--- config.mk ---
export PLATFORM = sky130hd
export DESIGN_NAME = bcd_digit_entry
export DESIGN_NICKNAME = d
export VERILOG_FILES = /design/src/rtl/bcd_digit_entry.sv
export SDC_FILE = /design/constraint.sdc
export NUM_CORES = 1
export LEC_CHECK = 0
export ABC_CLOCK_PERIOD_IN_PS = 3000
export BUFFER_PORTS_ARGS = -buffer_cell sky130_fd_sc_hd__buf_2
export CELL_PAD_IN_SITES_DETAIL_PLACEMENT = 0
export CELL_PAD_IN_SITES_GLOBAL_PLACEMENT = 2
export CORE_UTILIZATION = 32
export DETAILED_ROUTE_END_ITERATION = 10
export GPL_TIMING_DRIVEN = 0
export PLACE_DENSITY = 0.79
export SLEW_MARGIN = 5
export SYNTH_ARGS = -nofsm -noshare
export SYNTH_HDL_FRONTEND = slang
export SYNTH_SLANG_ARGS = --single-unit
--- constraint.sdc ---
create_clock -name clk -period 3 [get_ports clk]
set_clock_uncertainty 0.15 [all_clocks]
set_input_delay 0.6 -clock clk [delete_from_list [all_inputs] [get_ports clk]]
set_output_delay 0.6 -clock clk [all_outputs]
set_load 0.03 [all_outputs]
--- src/rtl/bcd_digit_entry.sv ---
`default_nettype none
// ============================================================================
//  Module      : bcd_digit_entry
//  Description : Debounced, one-digit-per-press entry stage placed after the
//                decimal-to-BCD priority encoder. Accepted digits are shifted
//                into an N-digit packed-BCD register, newest digit in [3:0].
//                Optional build macro BCD_DIGIT_CHECK_EN rejects codes > 9
//                or codes with unknown bits (pulses bcd_err instead).
//                NUM_DIGITS and DEBOUNCE_CYCLES must both be >= 1.
//  Revision    : 1.0 - initial release
// ============================================================================
module bcd_digit_entry #(
  parameter int NUM_DIGITS      = 4,
  parameter int DEBOUNCE_CYCLES = 4
) (
  input  logic                            clk,
  input  logic                            rst,
  input  logic                            key_active,
  input  logic [3:0]                      bcd_in,
  input  logic                            clear,
  output logic [4*NUM_DIGITS-1:0]         value,
  output logic [$clog2(NUM_DIGITS+1)-1:0] digit_count,
  output logic                            full,
  output logic [3:0]                      digit_out,
  output logic                            digit_strobe,
  output logic                            overflow,
  output logic                            bcd_err
);

  localparam int VAL_W = 4 * NUM_DIGITS;
  localparam int CNT_W = $clog2(NUM_DIGITS + 1);
  localparam int DEB_W = $clog2(DEBOUNCE_CYCLES + 1);

  localparam logic [DEB_W-1:0] DEB_ZERO = '0;
  localparam logic [DEB_W-1:0] DEB_ONE  = DEB_W'(1);
  // Counter value seen on the edge that completes a debounce window.
  localparam logic [DEB_W-1:0] DEB_LAST = DEB_W'(DEBOUNCE_CYCLES - 1);
  localparam logic [CNT_W-1:0] CNT_FULL = CNT_W'(NUM_DIGITS);
  localparam bit               DEB_SINGLE = (DEBOUNCE_CYCLES == 1);

  typedef enum logic [1:0] {
    IDLE        = 2'd0,
    DEB_PRESS   = 2'd1,
    HELD        = 2'd2,
    DEB_RELEASE = 2'd3
  } state_t;

  // --------------------------------------------------------------------------
  // State and datapath registers
  // --------------------------------------------------------------------------
  state_t             state_q,     state_d;
  logic [DEB_W-1:0]   deb_cnt_q,   deb_cnt_d;
  logic [3:0]         cand_q,      cand_d;
  logic [VAL_W-1:0]   value_q,     value_d;
  logic [CNT_W-1:0]   count_q,     count_d;
  logic [3:0]         digit_out_q, digit_out_d;
  logic               strobe_q,    strobe_d;
  logic               ovf_q,       ovf_d;
  logic               err_q,       err_d;

  // Accept strobe from the FSM (the edge on which a debounced press lands).
  logic               accept;
  // Candidate rejected by the optional code check.
  logic               code_bad;
  // Entry register with the candidate shifted into the newest position.
  logic [VAL_W-1:0]   shifted;
  logic               is_full;

  assign is_full = (count_q == CNT_FULL);

  // A single-digit register has no older digits to keep.
  generate
    if (NUM_DIGITS == 1) begin : g_shift_single
      assign shifted = cand_d;
    end else begin : g_shift_multi
      assign shifted = {value_q[VAL_W-5:0], cand_d};
    end
  endgenerate

`ifdef BCD_DIGIT_CHECK_EN
  // Reject non-decimal codes and codes that are not fully resolved.
  assign code_bad = $isunknown(cand_d) || (cand_d > 4'd9);
`else
  assign code_bad = 1'b0;
`endif

  // Debounce FSM: next state, counter, candidate capture and accept strobe.
  always_comb begin
    state_d   = state_q;
    deb_cnt_d = deb_cnt_q;
    cand_d    = cand_q;
    accept    = 1'b0;

    case (state_q)
      IDLE: begin
        if (key_active) begin
          cand_d    = bcd_in;
          deb_cnt_d = DEB_ONE;
          if (DEB_SINGLE) begin
            // One stable sample is already a full debounce window.
            accept  = 1'b1;
            state_d = HELD;
          end else begin
            state_d = DEB_PRESS;
          end
        end
      end

      DEB_PRESS: begin
        if (!key_active) begin
          state_d   = IDLE;
          deb_cnt_d = DEB_ZERO;
        end else if (bcd_in != cand_q) begin
          // Code moved under a held key: restart the window on the new code.
          cand_d    = bcd_in;
          deb_cnt_d = DEB_ONE;
        end else if (deb_cnt_q == DEB_LAST) begin
          deb_cnt_d = deb_cnt_q + DEB_ONE;
          accept    = 1'b1;
          state_d   = HELD;
        end else begin
          deb_cnt_d = deb_cnt_q + DEB_ONE;
        end
      end

      HELD: begin
        // bcd_in is deliberately ignored here; only the release matters.
        if (!key_active) begin
          deb_cnt_d = DEB_ONE;
          state_d   = DEB_SINGLE ? IDLE : DEB_RELEASE;
        end
      end

      DEB_RELEASE: begin
        if (key_active) begin
          state_d = HELD;
        end else if (deb_cnt_q == DEB_LAST) begin
          deb_cnt_d = deb_cnt_q + DEB_ONE;
          state_d   = IDLE;
        end else begin
          deb_cnt_d = deb_cnt_q + DEB_ONE;
        end
      end

      default: begin
        state_d   = IDLE;
        deb_cnt_d = DEB_ZERO;
      end
    endcase
  end

  // Entry register update: clear beats an accept landing on the same edge.
  always_comb begin
    value_d     = value_q;
    count_d     = count_q;
    digit_out_d = digit_out_q;
    strobe_d    = 1'b0;
    ovf_d       = 1'b0;
    err_d       = 1'b0;

    if (clear) begin
      value_d = '0;
      count_d = '0;
    end else if (accept) begin
      if (code_bad) begin
        err_d = 1'b1;
      end else if (is_full) begin
        ovf_d = 1'b1;
      end else begin
        value_d     = shifted;
        count_d     = count_q + CNT_W'(1);
        digit_out_d = cand_d;
        strobe_d    = 1'b1;
      end
    end
  end

  // All state registers; reset overrides any press in progress.
  always_ff @(posedge clk) begin
    if (rst) begin
      state_q     <= IDLE;
      deb_cnt_q   <= DEB_ZERO;
      cand_q      <= 4'd0;
      value_q     <= '0;
      count_q     <= '0;
      digit_out_q <= 4'd0;
      strobe_q    <= 1'b0;
      ovf_q       <= 1'b0;
      err_q       <= 1'b0;
    end else begin
      state_q     <= state_d;
      deb_cnt_q   <= deb_cnt_d;
      cand_q      <= cand_d;
      value_q     <= value_d;
      count_q     <= count_d;
      digit_out_q <= digit_out_d;
      strobe_q    <= strobe_d;
      ovf_q       <= ovf_d;
      err_q       <= err_d;
    end
  end

  assign value        = value_q;
  assign digit_count  = count_q;
  assign full         = is_full;
  assign digit_out    = digit_out_q;
  assign digit_strobe = strobe_q;
  assign overflow     = ovf_q;
  assign bcd_err      = err_q;

endmodule
`default_nettype wire
==> results <==
- The share of the synthesized area in the top cell type is 44.9%.
- The routed design has 3.25 mm of wire.
- Global routing consumed, over all layers together, 14.0% of the routing resources.
- At the end of the flow the core is filled with cells to 41.4%.
- The count of buffers added on input and output ports is 33.
- TritonCTS created 5 clock buffers.
- Among all cell types in the netlist, the one instantiated most often is dfxtp_1.
- The share of the clock period used by the worst path is 76.3%.
- The number of flip-flops and latches in the synthesized netlist is 34.
- The post-cts hold buffer count is 0.
- By count the netlist is led by 34 x dfxtp_1, 23 x nand2_1, 16 x mux2i_1.
- The number of gates resized after cts is 0.
- The fraction of final layout cells with drive strength greater than 1 is 26.4%.
- The core region is 0.00444 mm².
- The worst-margin pin slew is 0.633 ns.
- In this run the number of H-tree levels came out at 2.
- The number of remaining DRC errors is 0.
- The number of DRC markers in iteration 0 is 27.
- The minimum clock period after layout is 2.29 ns.
- The global-route wire length before repair is 5.49 mm.
- The number of buffers inserted to repair setup after CTS is 0.
- For this configuration, the core starts out at a cell density of 34.1%.
- The total grt overflow is 0.
- Entering global routing, the biggest net connects 12 pins.
- The post-placement worst setup slack is 0.505 ns.
- Clock-pin slew was measured on the worst setup and hold paths at 0.07 ns.
- The floorplan step defined a die boundary enclosing 0.00501 mm².
- The count of final max-slew check failures is 0.
- The routed layout has 1243 vias.
- For the worst-skew pair, the clock arrives at the later sink with an insertion delay of 0.28 ns.
- Setup repair after global routing left no endpoint under its margin.
- The ratio of total power to cell area is 468 mW/mm².
- The maximum operating frequency is 437 MHz.
- The number of hold violations in the final report is 0.
- Along the worst path, the maximum fanout reaches 10.
- The critical path endpoint category is a flip-flop.
- The growth of design area from synthesis to finish is 21.5%.
- The number of antenna diodes in the final layout is 0.
- The via count of the first global-routing pass is 1242.
- The required time of the critical path is 3.06 ns.
- The global placer's final weighted congestion is 0.686.
- The dominant register cell in the synthesized netlist is dfxtp_1.
- Across the run, the number of max-cap violations was 0.
- The initial antenna violation count is 0.
- The clock root buffer master is clkbuf_8.
- The I/O pin count is 35.
- The flow ran to the end, and the final reports show no timing, DRC or antenna violations.
- The final count of negative-setup-slack endpoints is 0.
- The classification of the worst-slack hold path is flip-flop to flip-flop.
- The x dimension of the die is 70.8 µm.
- The floorplan row count is 24.
- The design area is 0.00184 mm².
- The worst setup path is of the flip-flop to flip-flop kind.
- The count of nets left with antenna violations after detail routing is 0.
- The mean number of vias per cell is 4.91.
- For this design the static power due to leakage is 0.760 nW.
- By area the synthesized netlist is led by dfxtp_1 45%, mux2i_1 11%, nand2_1 5.7%, a21oi_1 4.0%, ha_1 3.3%.
- The number of sinks driven by the clock tree is 34.
- The worst ir drop on vdd is 0.268 mV.
- In this run, synthesis inferred 0 flip-flops with an integrated enable.
- The worst relative slew slack is 57.4%.
- The half-perimeter wire length of the detailed placement result is 2.49 mm.
- In the final routed layout, each cell accounts on average for 12.8 µm.
- Summing all placed instances gives a cell area of 0.00175 mm².
- The endpoint arrival time on the critical path is 2.35 ns.
- The worst-case setup margin in the final layout is 0.711 ns.
- The clock passes through at most 2 buffers.
- The library cell occupying the most area in the post-synthesis netlist is dfxtp_1.
- The launching element type of the critical path is a flip-flop.
- For this run, the register share of the synthesized area comes to 44.9%.
- After synthesis, the mean cell area works out to 9.47 µm².
- Counting every net in the synthesized netlist gives 172.
- The Yosys step of the flow raised 0 warnings.
- The net count of the finished layout is 212.
- The height of the chip is 70.8 µm.
- The summed instance area of the synthesized netlist is 0.00152 mm².
- The CTS tree is built.
- Synthesis produced 160 cells.
- In the synthesized netlist the async set-or-reset flop fraction comes to 0%.
- Setup total negative slack on the finished layout was measured at 0 ns.
- The length of the first detailed-routing pass in iterations is 6.
- The total power is 862 µW.
- In this run, distinct cell masters in the synthesized netlist total 37.
## placed cells by master (no fill, tap or decap), types with 2 or more instances in the layout
cell	instances
a211oi_1	4
a21oi_1	12
buf_2	33
buf_4	2
buf_6	3
clkbuf_1	5
clkbuf_8	6
dfxtp_1	34
ha_1	4
inv_1	4
mux2_2	4
mux2i_1	16
nand2_1	23
nand3_1	2
nor2_1	8
nor2b_1	5
nor3_1	3
nor4_1	2
o21ai_0	4
or3_1	3
xnor2_1	4
## worst max-delay path: stages (launching register included)
cell and delay, ns:
dfxtp_1 0.37, inv_1 0.07, ha_1 0.19, and2_1 0.14, clkbuf_1 0.14, or3_1 0.40, buf_6 0.15, nor2_8 0.15
buf_4 0.25, mux2i_1 0.20
## cells by family (layout without fill, tap and decap cells)
logic type | Yosys count | after routing | share of synthesized area (%)
compound gates | 25 | 25 | 9.66
buf+inv | 15 | 56 | 5.70
mux | 20 | 20 | 13.5
fa+ha+maj | 4 | 4 | 3.30
xor+xnor | 4 | 4 | 2.31
other cells | 1 | 1 | 0.247
flops | 34 | 34 | 44.9
simple gates | 57 | 57 | 20.3
## report_power, final
part,total [mW],leakage [nW],internal [mW],switching [mW]
combinational,0.0525,0.437,0.0197,0.0328
sequential,0.460,0.275,0.456,0.00430
clock,0.349,0.0472,0.184,0.165
total,0.862,0.760,0.660,0.202
## path summary, 6_finish.rpt
check                                   start                     end  slack [ns]  cells after the start
setup / recovery  digit_count[0]$_SDFFE_PP0P_   value[9]$_SDFFE_PP0P_        0.71                      9
hold reg to reg        value[12]$_SDFFE_PP0P_  value[12]$_SDFFE_PP0P_        0.31                      2
hold / removal         value[12]$_SDFFE_PP0P_  value[12]$_SDFFE_PP0P_        0.31                      2
setup reg to reg  digit_count[0]$_SDFFE_PP0P_   value[9]$_SDFFE_PP0P_        0.71                      9
## area by class of cell
cell class,count,area (µm²)
Fill cell,457,2600
Multi-Input combinational cell,111,748
Sequential cell,34,681
Timing Repair Buffer,33,165
Clock buffer,6,82.6
Buffer,11,71.3
Tap cell,52,65.1
Inverter,4,15.0
Clock inverter,2,12.5
## sequential cells by signal (all words and copies together), names as in the netlist, named ones only
| signal | count |
|---|---|
| cand_q | 4 |
| deb_cnt_q | 3 |
| digit_count | 3 |
| digit_out | 4 |
| digit_strobe | 1 |
| overflow | 1 |
| state_q | 1 |
| value | 16 |
## routing by layer
metal	routed length [µm]	track usage (%)	part of all wire, %	up-vias
met4	31	6.00	0.95	0
met1	1580	16.8	49	583
met3	116	3.85	3.6	4
met2	1520	23.5	47	22
li1	-	-	-	634
met5	0	0	0	-
## per-stage QoR
stage,instances,hold slack (ns)
6_report,253,0.310
5_1_grt,253,0.343
4_1_cts,253,0.310
3_5_place_dp,245,0.302
3_3_place_gp,245,0.291
2_1_floorplan,160,0.387
(Power assumes the default switching activity.)
